--- config.mk ---
export PLATFORM = sky130hd
export DESIGN_NAME = sm_mac_pipe_flat
export DESIGN_NICKNAME = d
export VERILOG_FILES = /design/src/rtl/sm_mac_pipe_pkg.sv /design/src/rtl/sm_mac_pipe_if.sv /design/src/rtl/sm_mac_pipe_mul_lane.sv /design/src/rtl/sm_mac_pipe.sv /design/src/flat_wrapper.sv
export SDC_FILE = /design/constraint.sdc
export NUM_CORES = 1
export LEC_CHECK = 0
export BUFFER_PORTS_ARGS = -buffer_cell sky130_fd_sc_hd__buf_2
export CAP_MARGIN = 0
export CORE_AREA = 4 4 199 181
export CTS_BUF_LIST = sky130_fd_sc_hd__clkbuf_2
export DETAILED_ROUTE_END_ITERATION = 10
export DIE_AREA = 0 0 203 185
export GPL_TIMING_DRIVEN = 0
export PLACE_DENSITY = 0.74
export SETUP_SLACK_MARGIN = 0.3
export SKIP_CTS_REPAIR_TIMING = 1
export SYNTH_ARGS = -nofsm -noshare
export SYNTH_HDL_FRONTEND = slang
export SYNTH_SLANG_ARGS = --single-unit
export TNS_END_PERCENT = 20
--- constraint.sdc ---
create_clock -name clk -period 10.65 [get_ports clk]
set_clock_uncertainty 0.05 [all_clocks]
set_input_delay 1.5975 -clock clk [delete_from_list [all_inputs] [get_ports clk]]
set_output_delay 1.5975 -clock clk [all_outputs]
set_load 0.03 [all_outputs]
--- src/rtl/sm_mac_pipe_pkg.sv ---
// Shared types and helper functions for the sign-magnitude MAC pipeline.
// The helpers work on a 64-bit container word so that every parametrised width can use them.
package sm_pkg;

  localparam int MAX_W  = 64;
  localparam int DEF_W  = 16;
  localparam int PROD_W = 2*DEF_W-2;

  typedef logic [MAX_W-1:0] word_t;

  // First cause of overflow seen in a vector; kept for debug visibility.
  typedef enum logic [1:0] {
    OVF_NONE  = 2'd0,
    OVF_UNITY = 2'd1,
    OVF_ACC   = 2'd2,
    OVF_OUT   = 2'd3
  } ovf_reason_t;

  // Code {1,0..0} of a w-bit operand, which stands for +1.0.
  function automatic word_t sm_unity(input int w);
    return word_t'(1) << (w - 1);
  endfunction

  function automatic word_t sm_to_tc(input logic sign, input word_t mag);
    return sign ? (~mag + word_t'(1)) : mag;
  endfunction

  // Two's complement to sign-magnitude with a mag_w-bit magnitude; result sign sits at bit mag_w.
  function automatic word_t sat_tc_to_sm(input word_t v, input int mag_w, output logic sat);
    word_t lim;
    word_t abs_v;
    lim   = (word_t'(1) << mag_w) - word_t'(1);
    abs_v = v[MAX_W-1] ? (~v + word_t'(1)) : v;
    sat   = (abs_v > lim);
    return (word_t'(v[MAX_W-1]) << mag_w) | (sat ? lim : abs_v);
  endfunction

endpackage

--- src/rtl/sm_mac_pipe_if.sv ---
// Operand stream and result handshake of the MAC engine.
interface sm_mac_pipe_if #(
  parameter int W     = 16,
  parameter int LANES = 1
);
  logic               in_valid;
  logic               in_ready;
  logic               in_last;
  logic [LANES*W-1:0] in_a;
  logic [LANES*W-1:0] in_b;
  logic               relu_en;
  logic               out_valid;
  logic               out_ready;
  logic [2*W-2:0]     out_sum;
  logic               out_ovf;

  modport master (
    output in_valid, in_last, in_a, in_b, relu_en, out_ready,
    input  in_ready, out_valid, out_sum, out_ovf
  );

  modport slave (
    input  in_valid, in_last, in_a, in_b, relu_en, out_ready,
    output in_ready, out_valid, out_sum, out_ovf
  );
endinterface

--- src/rtl/sm_mac_pipe_mul_lane.sv ---
// One lane's sign-magnitude product with zero and unity (+1.0) code handling.
module sm_mul_lane
  import sm_pkg::*;
#(
  parameter int W = 16
) (
  input  logic [W-1:0]   i_a,
  input  logic [W-1:0]   i_b,
  output logic           o_sign,
  output logic [2*W-3:0] o_mag,
  output logic           o_ovf
);
  localparam int            PW    = 2*W-2;
  localparam logic [W-1:0]  UNITY = W'(sm_unity(W));

  logic          w_a_zero, w_b_zero, w_a_unity, w_b_unity;
  logic [PW-1:0] w_prod;

  assign w_a_zero  = (i_a == '0);
  assign w_b_zero  = (i_b == '0);
  assign w_a_unity = (i_a == UNITY);
  assign w_b_unity = (i_b == UNITY);
  assign w_prod    = PW'(i_a[W-2:0]) * PW'(i_b[W-2:0]);

  always_comb begin
    o_sign = 1'b0;
    o_mag  = '0;
    o_ovf  = 1'b0;
    if (w_a_zero || w_b_zero) begin
      o_mag = '0;
    end else if (w_a_unity && w_b_unity) begin
      // 1.0 x 1.0 is not representable; clip to the largest fraction.
      o_mag = '1;
      o_ovf = 1'b1;
    end else if (w_a_unity) begin
      o_sign = i_b[W-1];
      o_mag  = {i_b[W-2:0], {(W-1){1'b0}}};
    end else if (w_b_unity) begin
      o_sign = i_a[W-1];
      o_mag  = {i_a[W-2:0], {(W-1){1'b0}}};
    end else begin
      o_sign = i_a[W-1] ^ i_b[W-1];
      o_mag  = w_prod;
    end
    if (o_mag == '0) o_sign = 1'b0;
  end
endmodule

--- src/rtl/sm_mac_pipe.sv ---
// Sign-magnitude dot-product engine: S1 lane products, S2 lane sum, S3 accumulate,
// then a saturating sign-magnitude output register with optional ReLU.
module sm_mac_pipe
  import sm_pkg::*;
#(
  parameter int W     = 16,
  parameter int LANES = 1,
  parameter int ACC_W = 40
) (
  input logic          clk,
  input logic          rst,
  sm_mac_pipe_if.slave bus
);
  localparam int PW  = 2*W-2;
  localparam int PW1 = PW+1;
  localparam logic signed [ACC_W:0] P_MAX = {2'b00, {(ACC_W-1){1'b1}}};
  localparam logic signed [ACC_W:0] P_MIN = {2'b11, {(ACC_W-2){1'b0}}, 1'b1};

  logic                    w_en;
  logic [LANES-1:0]        w_l_sign, w_l_ovf;
  logic [PW-1:0]           w_l_mag [LANES];

  logic                    r_s1_valid, r_s1_last, r_s1_relu, r_s1_ovf;
  logic [LANES-1:0]        r_s1_sign;
  logic [PW-1:0]           r_s1_mag [LANES];

  logic signed [ACC_W-1:0] w_s2_sum, r_s2_sum;
  logic                    r_s2_valid, r_s2_last, r_s2_relu, r_s2_ovf;

  logic signed [ACC_W:0]   w_wide;
  logic signed [ACC_W-1:0] w_acc_sum, r_acc;
  logic                    w_acc_sat;
  ovf_reason_t             w_reason, r_sticky;

  logic                    r_s3_valid, r_s3_relu;
  logic signed [ACC_W-1:0] r_s3_sum;
  ovf_reason_t             r_s3_reason;

  logic [PW:0]             w_conv;
  logic                    w_out_sat, w_clamp;
  ovf_reason_t             w_out_reason;
  logic                    r_out_valid, r_out_ovf;
  logic [PW:0]             r_out_sum;

  // A full output register stalls the whole pipe, accumulator included.
  assign w_en          = !r_out_valid || bus.out_ready;
  assign bus.in_ready  = w_en;
  assign bus.out_valid = r_out_valid;
  assign bus.out_sum   = r_out_sum;
  assign bus.out_ovf   = r_out_ovf;

  generate
    for (genvar gi = 0; gi < LANES; gi++) begin : g_lane
      sm_mul_lane #(.W(W)) u_lane (
        .i_a    (bus.in_a[gi*W +: W]),
        .i_b    (bus.in_b[gi*W +: W]),
        .o_sign (w_l_sign[gi]),
        .o_mag  (w_l_mag[gi]),
        .o_ovf  (w_l_ovf[gi])
      );
    end
  endgenerate

  always_ff @(posedge clk) begin
    if (rst) begin
      r_s1_valid <= 1'b0;
    end else if (w_en) begin
      r_s1_valid <= bus.in_valid;
      r_s1_last  <= bus.in_last;
      r_s1_relu  <= bus.relu_en;
      r_s1_ovf   <= |w_l_ovf;
      r_s1_sign  <= w_l_sign;
      r_s1_mag   <= w_l_mag;
    end
  end

  always_comb begin
    w_s2_sum = '0;
    for (int i = 0; i < LANES; i++) begin
      w_s2_sum = w_s2_sum + ACC_W'(sm_to_tc(r_s1_sign[i], word_t'(r_s1_mag[i])));
    end
  end

  always_ff @(posedge clk) begin
    if (rst) begin
      r_s2_valid <= 1'b0;
    end else if (w_en) begin
      r_s2_valid <= r_s1_valid;
      r_s2_last  <= r_s1_last;
      r_s2_relu  <= r_s1_relu;
      r_s2_ovf   <= r_s1_ovf;
      r_s2_sum   <= w_s2_sum;
    end
  end

  always_comb begin
    w_wide    = $signed({r_acc[ACC_W-1], r_acc}) + $signed({r_s2_sum[ACC_W-1], r_s2_sum});
    w_acc_sat = 1'b0;
    w_acc_sum = w_wide[ACC_W-1:0];
    if (w_wide > P_MAX) begin
      w_acc_sum = P_MAX[ACC_W-1:0];
      w_acc_sat = 1'b1;
    end else if (w_wide < P_MIN) begin
      w_acc_sum = P_MIN[ACC_W-1:0];
      w_acc_sat = 1'b1;
    end
    w_reason = r_sticky;
    if (w_reason == OVF_NONE) begin
      if (r_s2_ovf)       w_reason = OVF_UNITY;
      else if (w_acc_sat) w_reason = OVF_ACC;
    end
  end

  always_ff @(posedge clk) begin
    if (rst) begin
      r_acc      <= '0;
      r_sticky   <= OVF_NONE;
      r_s3_valid <= 1'b0;
    end else if (w_en) begin
      r_s3_valid  <= r_s2_valid && r_s2_last;
      r_s3_sum    <= w_acc_sum;
      r_s3_relu   <= r_s2_relu;
      r_s3_reason <= w_reason;
      if (r_s2_valid) begin
        if (r_s2_last) begin
          r_acc    <= '0;
          r_sticky <= OVF_NONE;
        end else begin
          r_acc    <= w_acc_sum;
          r_sticky <= w_reason;
        end
      end
    end
  end

  // A ReLU-clamped result never counts as output saturation.
  always_comb begin
    w_out_sat    = 1'b0;
    w_conv       = PW1'(sat_tc_to_sm({{(MAX_W-ACC_W){r_s3_sum[ACC_W-1]}}, r_s3_sum}, PW, w_out_sat));
    w_clamp      = r_s3_relu && w_conv[PW];
    w_out_reason = r_s3_reason;
    if (w_out_reason == OVF_NONE && w_out_sat && !w_clamp) w_out_reason = OVF_OUT;
  end

  always_ff @(posedge clk) begin
    if (rst) begin
      r_out_valid <= 1'b0;
      r_out_sum   <= '0;
      r_out_ovf   <= 1'b0;
    end else if (w_en) begin
      r_out_valid <= r_s3_valid;
      if (r_s3_valid) begin
        r_out_sum <= w_clamp ? '0 : w_conv;
        r_out_ovf <= (w_out_reason != OVF_NONE);
      end
    end
  end
endmodule

--- src/flat_wrapper.sv ---
// flat-port wrapper written by rule: the top's interface ports become plain ports
module sm_mac_pipe_flat import sm_pkg::*;
#(
  parameter int W     = 16,
  parameter int LANES = 1,
  parameter int ACC_W = 40
)
  (clk, rst, bus_in_valid, bus_in_last, bus_in_a, bus_in_b, bus_relu_en, bus_out_ready, bus_in_ready, bus_out_valid, bus_out_sum, bus_out_ovf);
  sm_mac_pipe_if #(.W(W), .LANES(LANES)) bus_i ();
  input logic clk;
  input logic rst;
  input wire logic [$bits(bus_i.in_valid)-1:0] bus_in_valid;
  input wire logic [$bits(bus_i.in_last)-1:0] bus_in_last;
  input wire logic [$bits(bus_i.in_a)-1:0] bus_in_a;
  input wire logic [$bits(bus_i.in_b)-1:0] bus_in_b;
  input wire logic [$bits(bus_i.relu_en)-1:0] bus_relu_en;
  input wire logic [$bits(bus_i.out_ready)-1:0] bus_out_ready;
  output wire logic [$bits(bus_i.in_ready)-1:0] bus_in_ready;
  output wire logic [$bits(bus_i.out_valid)-1:0] bus_out_valid;
  output wire logic [$bits(bus_i.out_sum)-1:0] bus_out_sum;
  output wire logic [$bits(bus_i.out_ovf)-1:0] bus_out_ovf;
  assign bus_i.in_valid = bus_in_valid;
  assign bus_i.in_last = bus_in_last;
  assign bus_i.in_a = bus_in_a;
  assign bus_i.in_b = bus_in_b;
  assign bus_i.relu_en = bus_relu_en;
  assign bus_i.out_ready = bus_out_ready;
  assign bus_in_ready = bus_i.in_ready;
  assign bus_out_valid = bus_i.out_valid;
  assign bus_out_sum = bus_i.out_sum;
  assign bus_out_ovf = bus_i.out_ovf;
  sm_mac_pipe #(.W(W), .LANES(LANES), .ACC_W(ACC_W)) u_core (.clk(clk), .rst(rst), .bus(bus_i));
endmodule
# Word-level counts from Yosys, hierarchy flattened
# Index checks and enable logic that the tools add are counted.
# totals
regBits	198
inputBits	38
output_inout_bits	34
wordCells	75
# classes
addsub	3
n_mul	1
n_lt_le_gt_ge	3
eq_ne	2
n_mux	21
bitwise	5
reduce_logical	19
# ops
operator	count
$mux W30	5
$mux W40	3
$add A64 B1 Y64 const B	1
$gt A64 B30 Y1 const B	1
$mux W64	1
$not A64 Y64	1
$mux W31	2
$add A40 B40 Y41	1
$gt A41 B40 Y1 const B	1
$lt A41 B40 Y1 const B	1
$add A40 B1 Y40 const B	1
$not A30 Y40	1
$eq A16 B16 Y1 const B	2
$logic_not A16 Y1	2
$or A31 B31 Y31	1
$logic_not A30 Y1	1
$mul A15 B15 Y30	1
$mux W2	5
$reduce_and A2 Y1	3
$logic_and A1 B1 Y1	5
$mux W1	5
$logic_not A2 Y1	2
$reduce_or A3 Y1	1
$logic_not A1 Y1	2
other kinds (4)	5

# Logic depth before layout (Yosys ltp)
# depth
word_depth	11
depth_mapped	26
mapped_depth_nobuf	25

# Modules after synthesis
# A second synthesis with hierarchy kept.
# hier_totals
cells_unflattened	2143
area_unflattened_um2	19319.8
# by_module_without_submodules
mod	instances	cells_each	area_per_inst_um2	seq_area_each_um2
sm_mac_pipe	1	1102	10760.3	5165.0
sm_mul_lane	1	1041	8559.5	0.0

# Worst setup path before layout
# Ideal clock, no wire load.
# synth_path
path_type	input to register
start	input port bus_in_b[5]
end	register u_core.r_s1_sign, data pin
setup_time_ns	0.264
arrival_time_ns	8.318
t_required_ns	10.336
setup_slack_ns	2.018
stages	26
path_buffers	1
path_cell_list	clkbuf_1 -> and2_1 -> fa_1 -> inv_1 -> fa_1 -> inv_1 -> fa_1 -> inv_1 -> fa_1 -> inv_1 -> fa_1 -> inv_1 -> fa_1 -> inv_1 -> ha_1 -> a21o_1 -> or3_1 -> o211ai_1 -> nor3b_1 -> or2_2 -> a21oi_1 -> or3_1 -> or4_1 -> nor4_1 -> or4b_1 -> o41a_1
# synth_between
elab_chain_len	7
elab_cells_between_ends	13
classes_between	mul (1); eq/ne (1); mux (6); reduce/logical (5)
# synth_rtl
element	line	text
from (decl)	flat_wrapper.sv:15	input wire logic [$bits(bus_i.in_b)-1:0] bus_in_b;
$mul A15 B15 Y30 / $eq A16 B16 Y1 (equally long branches)	sm_mac_pipe_mul_lane.sv:23, sm_mac_pipe_mul_lane.sv:22	
$mux W30	sm_mac_pipe_mul_lane.sv:38	end else if (w_b_unity) begin
$mux W30	sm_mac_pipe_mul_lane.sv:35	end else if (w_a_unity) begin
$mux W30	sm_mac_pipe_mul_lane.sv:31	end else if (w_a_unity && w_b_unity) begin
$mux W30 *	sm_mac_pipe_mul_lane.sv:29	if (w_a_zero || w_b_zero) begin
named net u_core.g_lane[0].u_lane.o_mag[15]	sm_mac_pipe_mul_lane.sv:10	output logic [2*W-3:0] o_mag,
$logic_not A30 Y1 *	sm_mac_pipe_mul_lane.sv:45	if (o_mag == '0) o_sign = 1'b0;
$reduce_or A3 Y1 (no line) *	-	
to (signal assigned)	sm_mac_pipe.sv:72	r_s1_sign <= w_l_sign;
to (decl)	sm_mac_pipe.sv:24	logic [LANES-1:0] r_s1_sign;
# The timed path passes the listed nets; every way through them passes the cells marked *.
# A chain may end at the register's enable or synchronous reset.

# Final worst setup path
# layout_path
start	input port bus_in_b[8]
end	register u_core.r_s1_sign, data pin
# Same word-level chain as after synthesis.

==> summary.md <==
| Metric | Value |
|---|---|
| Outcome | complete, no violations |
| CP max stage delay | about 0.54 ns |
| Maximum root-to-sink buffer count | 2 |
| Main synth FF type | edfxtp_1 |
| I/O pins | between 70 and 80 |
| Fin crit share | between 80 and 90% |
| CP cell instances | clkbuf_1, clkbuf_1, nand2_1, fa_1, fa_1, inv_1, fa_1, fa_1, fa_1, inv_1, fa_1, inv_1, ha_1, nand3_1, nor2_1, o211ai_1, a31oi_1, or2_2, a21oi_1, or3_1, or4_1, nor4_1, or4b_1, o41a_1 |
| Max Cap Viol | 0 |
| Die Y | ~190 µm |
| CP Capture Type | register |
| Fill cells | between 2000 and 3000 |
| Peak Freq | about 110 MHz |
| Peak supply drop | around 430 µV |
| Worst endpoint data arrival time | approximately 9.8 ns |
| Routed wire per std cell | 19.4 µm |
| DR iter-0 viols | 1322 |
| GRT Total Usage | between 20% and 30% |
| Post-route insts no fill | about 2600 |
| Post-Route WL | between 50000 and 60000 µm |
| Seq cells post-synth | between 150 and 200 |
| Detailed placer's ending HPWL | just over 40000 µm |
| Residual DRC count | 0 |
| EDFF count, synth | 120 |
| Final hold violation count | 0 |
| Gr ovfl total | 0 |
| Clk slew on worst S/H paths | 0.29 ns |
| Most common cell on crit path | fa_1 |
| Max-slew violation count | 0 |
| Unrepaired setup endpoints after global routing | false |
| Pwr per Cell Area | about 270 nW/µm² |
| Mapped Cells | about 2100 |
| Final core occ | 60.0% |
| Later-pin clock latency in the skew report | between 0.8 and 0.9 ns |
| Total negative slack | 0 ns |
| WS Path Type | in2reg |
| Critical Path Start Type | input pin |
| Vias per cell | 6.03 |
| Most frequent cells in the layout | nand2_1 (228), inv_1 (221), fa_1 (168) |
| Actual slew at the worst max-slew pin | roughly 1.2 ns |
| Rel. slew slack | 20.1% |
| Post-Syn Area | around 19000 µm² |
| Syn Nets | around 2400 |
| # rows | 64 |
| Root buffer cell | clkbuf_2 |
| CTS tree | built |
| Dpl cells | 2599 |
| Num CTS Buffers | 17 |
| Initial Util | between 50% and 60% |
| Routed Antenna Nets | 0 |
| Die W | around 200 µm |
| Most common cell after layout, fill and taps aside | nand2_1 |
| Yosys cell types | 84 |
| P_leak | ~0.0087 µW |
| H-Tree Depth | 4 |
| Area growth, synth to finish | 6.40% |
| Core Area | between 30000 and 40000 µm² |
| First-pass GRT wire length | 82300 µm |
| Share of layout cells above drive strength 1 | 7.01% |
| Vias in the first global route | between 15000 and 20000 |
| Multi-input gate area | approximately 13000 µm² |
| Largest net degree at the start of global routing | 38 |
| Final worst-path setup slack | ~1.4 ns |
| Register Area | just over 5000 µm² |
| WP data required | approximately 11 ns |
| Seq/Total Area, Yosys | 27.0% |
| Fin crit period | 9.24 ns |
| Final GP Congestion | ~0.9 |
| Hold Crit Class | reg2reg |
| Synthesized area per cell | a little over 9 µm² |
| Clock sink count | between 150 and 200 |
| Port bufs | 67 |
| Ys Warns | 0 |
| DP Worst Slack | 0.858 ns |
| Async SR Flop Fraction | 0% |
| DR pass1 iterations | 6 |
| Vias | approximately 16000 |
| Final setup violation count | 0 |
| CP max-delay cell | fa_1 |
| Initial antenna violation count | 2 |
| Die ar. | approximately 38000 µm² |
| CP Max Fanout | 10 |
| Net count, final | around 2500 |
[per-layer routing]
| layer | part of all wire (%) | wire length, µm | global-route usage, % |
|---|---|---|---|
| met1 | 46 | 23200 | 40.5 |
| met2 | 44 | 22400 | 42.5 |
| met3 | 9.0 | 4610 | 5.85 |
| met4 | 1.4 | 691 | 4.75 |
| met5 | 0 | 0 | 0 |
[final timing paths]
check                          start          endpoint  slack [ns]  cells after the start
setup / recovery         bus_in_b[8]  u_core.r_s1_sign        1.41                     24
hold / removal      u_core.r_s1_relu  u_core.r_s2_relu        0.41                      0
setup reg to reg  u_core.r_s2_sum[3]  u_core.r_acc[12]        4.98                     14
hold reg to reg     u_core.r_s1_relu  u_core.r_s2_relu        0.41                      0
[power by group]
group | switching [µW] | leakage (µW) | internal (µW) | total (µW)
clock network | 278 | 0.000137 | 90.7 | 369
registers | 107 | 0.00180 | 1110 | 1220
logic | 2310 | 0.00680 | 1620 | 3930
[Yosys cell counts (11+ instances only)]
| library cell | instances | area share, % |
|---|---|---|
| xor2_1 | 19 | 0.87 |
| o221ai_1 | 11 | 0.50 |
| o41ai_1 | 12 | 0.55 |
| a21o_1 | 29 | 1.1 |
| xnor2_1 | 82 | 3.8 |
| dfxtp_1 | 78 | 8.2 |
| or3_1 | 15 | 0.49 |
| nand2_1 | 228 | 4.5 |
| and2_1 | 141 | 4.6 |
| nand4_1 | 18 | 0.59 |
| a22o_1 | 42 | 1.9 |
| nand3_1 | 23 | 0.60 |
| o21a_1 | 15 | 0.59 |
| clkbuf_1 | 74 | 1.5 |
| nor3_1 | 21 | 0.55 |
| a221o_1 | 20 | 1.0 |
| a211oi_1 | 11 | 0.43 |
| fa_1 | 168 | 18 |
| o31ai_1 | 19 | 0.75 |
| o21ai_0 | 85 | 2.2 |
| o211ai_1 | 20 | 0.79 |
| edfxtp_1 | 120 | 19 |
| nor2b_1 | 15 | 0.49 |
| a21boi_0 | 13 | 0.51 |
| nand2b_1 | 31 | 1.0 |
| inv_1 | 221 | 4.3 |
| nor2_1 | 79 | 1.6 |
| or2_2 | 11 | 0.36 |
| a21oi_1 | 140 | 3.7 |
| ha_1 | 136 | 8.9 |
| nor4_1 | 22 | 0.72 |
[sequential cells by signal (all words and copies together) (netlist names), 2 cells and up]
register / cells
u_core.r_s1_mag: 30
u_core.r_sticky: 2
u_core.r_s3_reason: 2
u_core.r_acc: 40
u_core.r_s2_sum: 40
u_core.r_s3_sum: 40
u_core.bus.out_sum: 31
[critical path, delay by kind of cell]
| kind | cells | cell delay [ns] |
|---|---|---|
| adder cells (fa/ha/maj) | 7 | 3.54 |
| AO/OA/AOI/OAI | 4 | 1.02 |
| AND/OR/NAND/NOR | 8 | 2.39 |
| buffers and inverters | 5 | 1.22 |
[area by class of cell]
type	count	area share [%]
antenna	2	0.0246
clock buffer	17	0.418
tap	462	2.84
sequential	198	25.4
buffer	96	2.02
inverter	222	4.10
timing repair buffer	70	1.94
multi-input combinational	1551	62.5
clock inverter	15	0.714
[through the flow]
| step | instance area (µm²) | power (µW) | hold WS [ns] |
|---|---|---|---|
| after floorplan | 19100 | 4180 | 0.350 |
| after global placement | 20000 | 5010 | 0.353 |
| after detailed placement | 20100 | 5060 | 0.355 |
| after CTS | 20300 | 5460 | 0.414 |
| after global routing | 20300 | 6050 | 0.423 |
| final | 20300 | 5520 | 0.413 |
[kinds of logic after synthesis]
family          Yosys count  share of synthesized area (%)
simple gates            654                           17.8
compound gates          482                           17.0
buf+inv                 318                           6.51
fa+ha+maj               304                           26.5
flops                   198                           27.0
xor+xnor                101                           4.63
mux                      10                          0.543
Power figures use the tool's default switching activity.
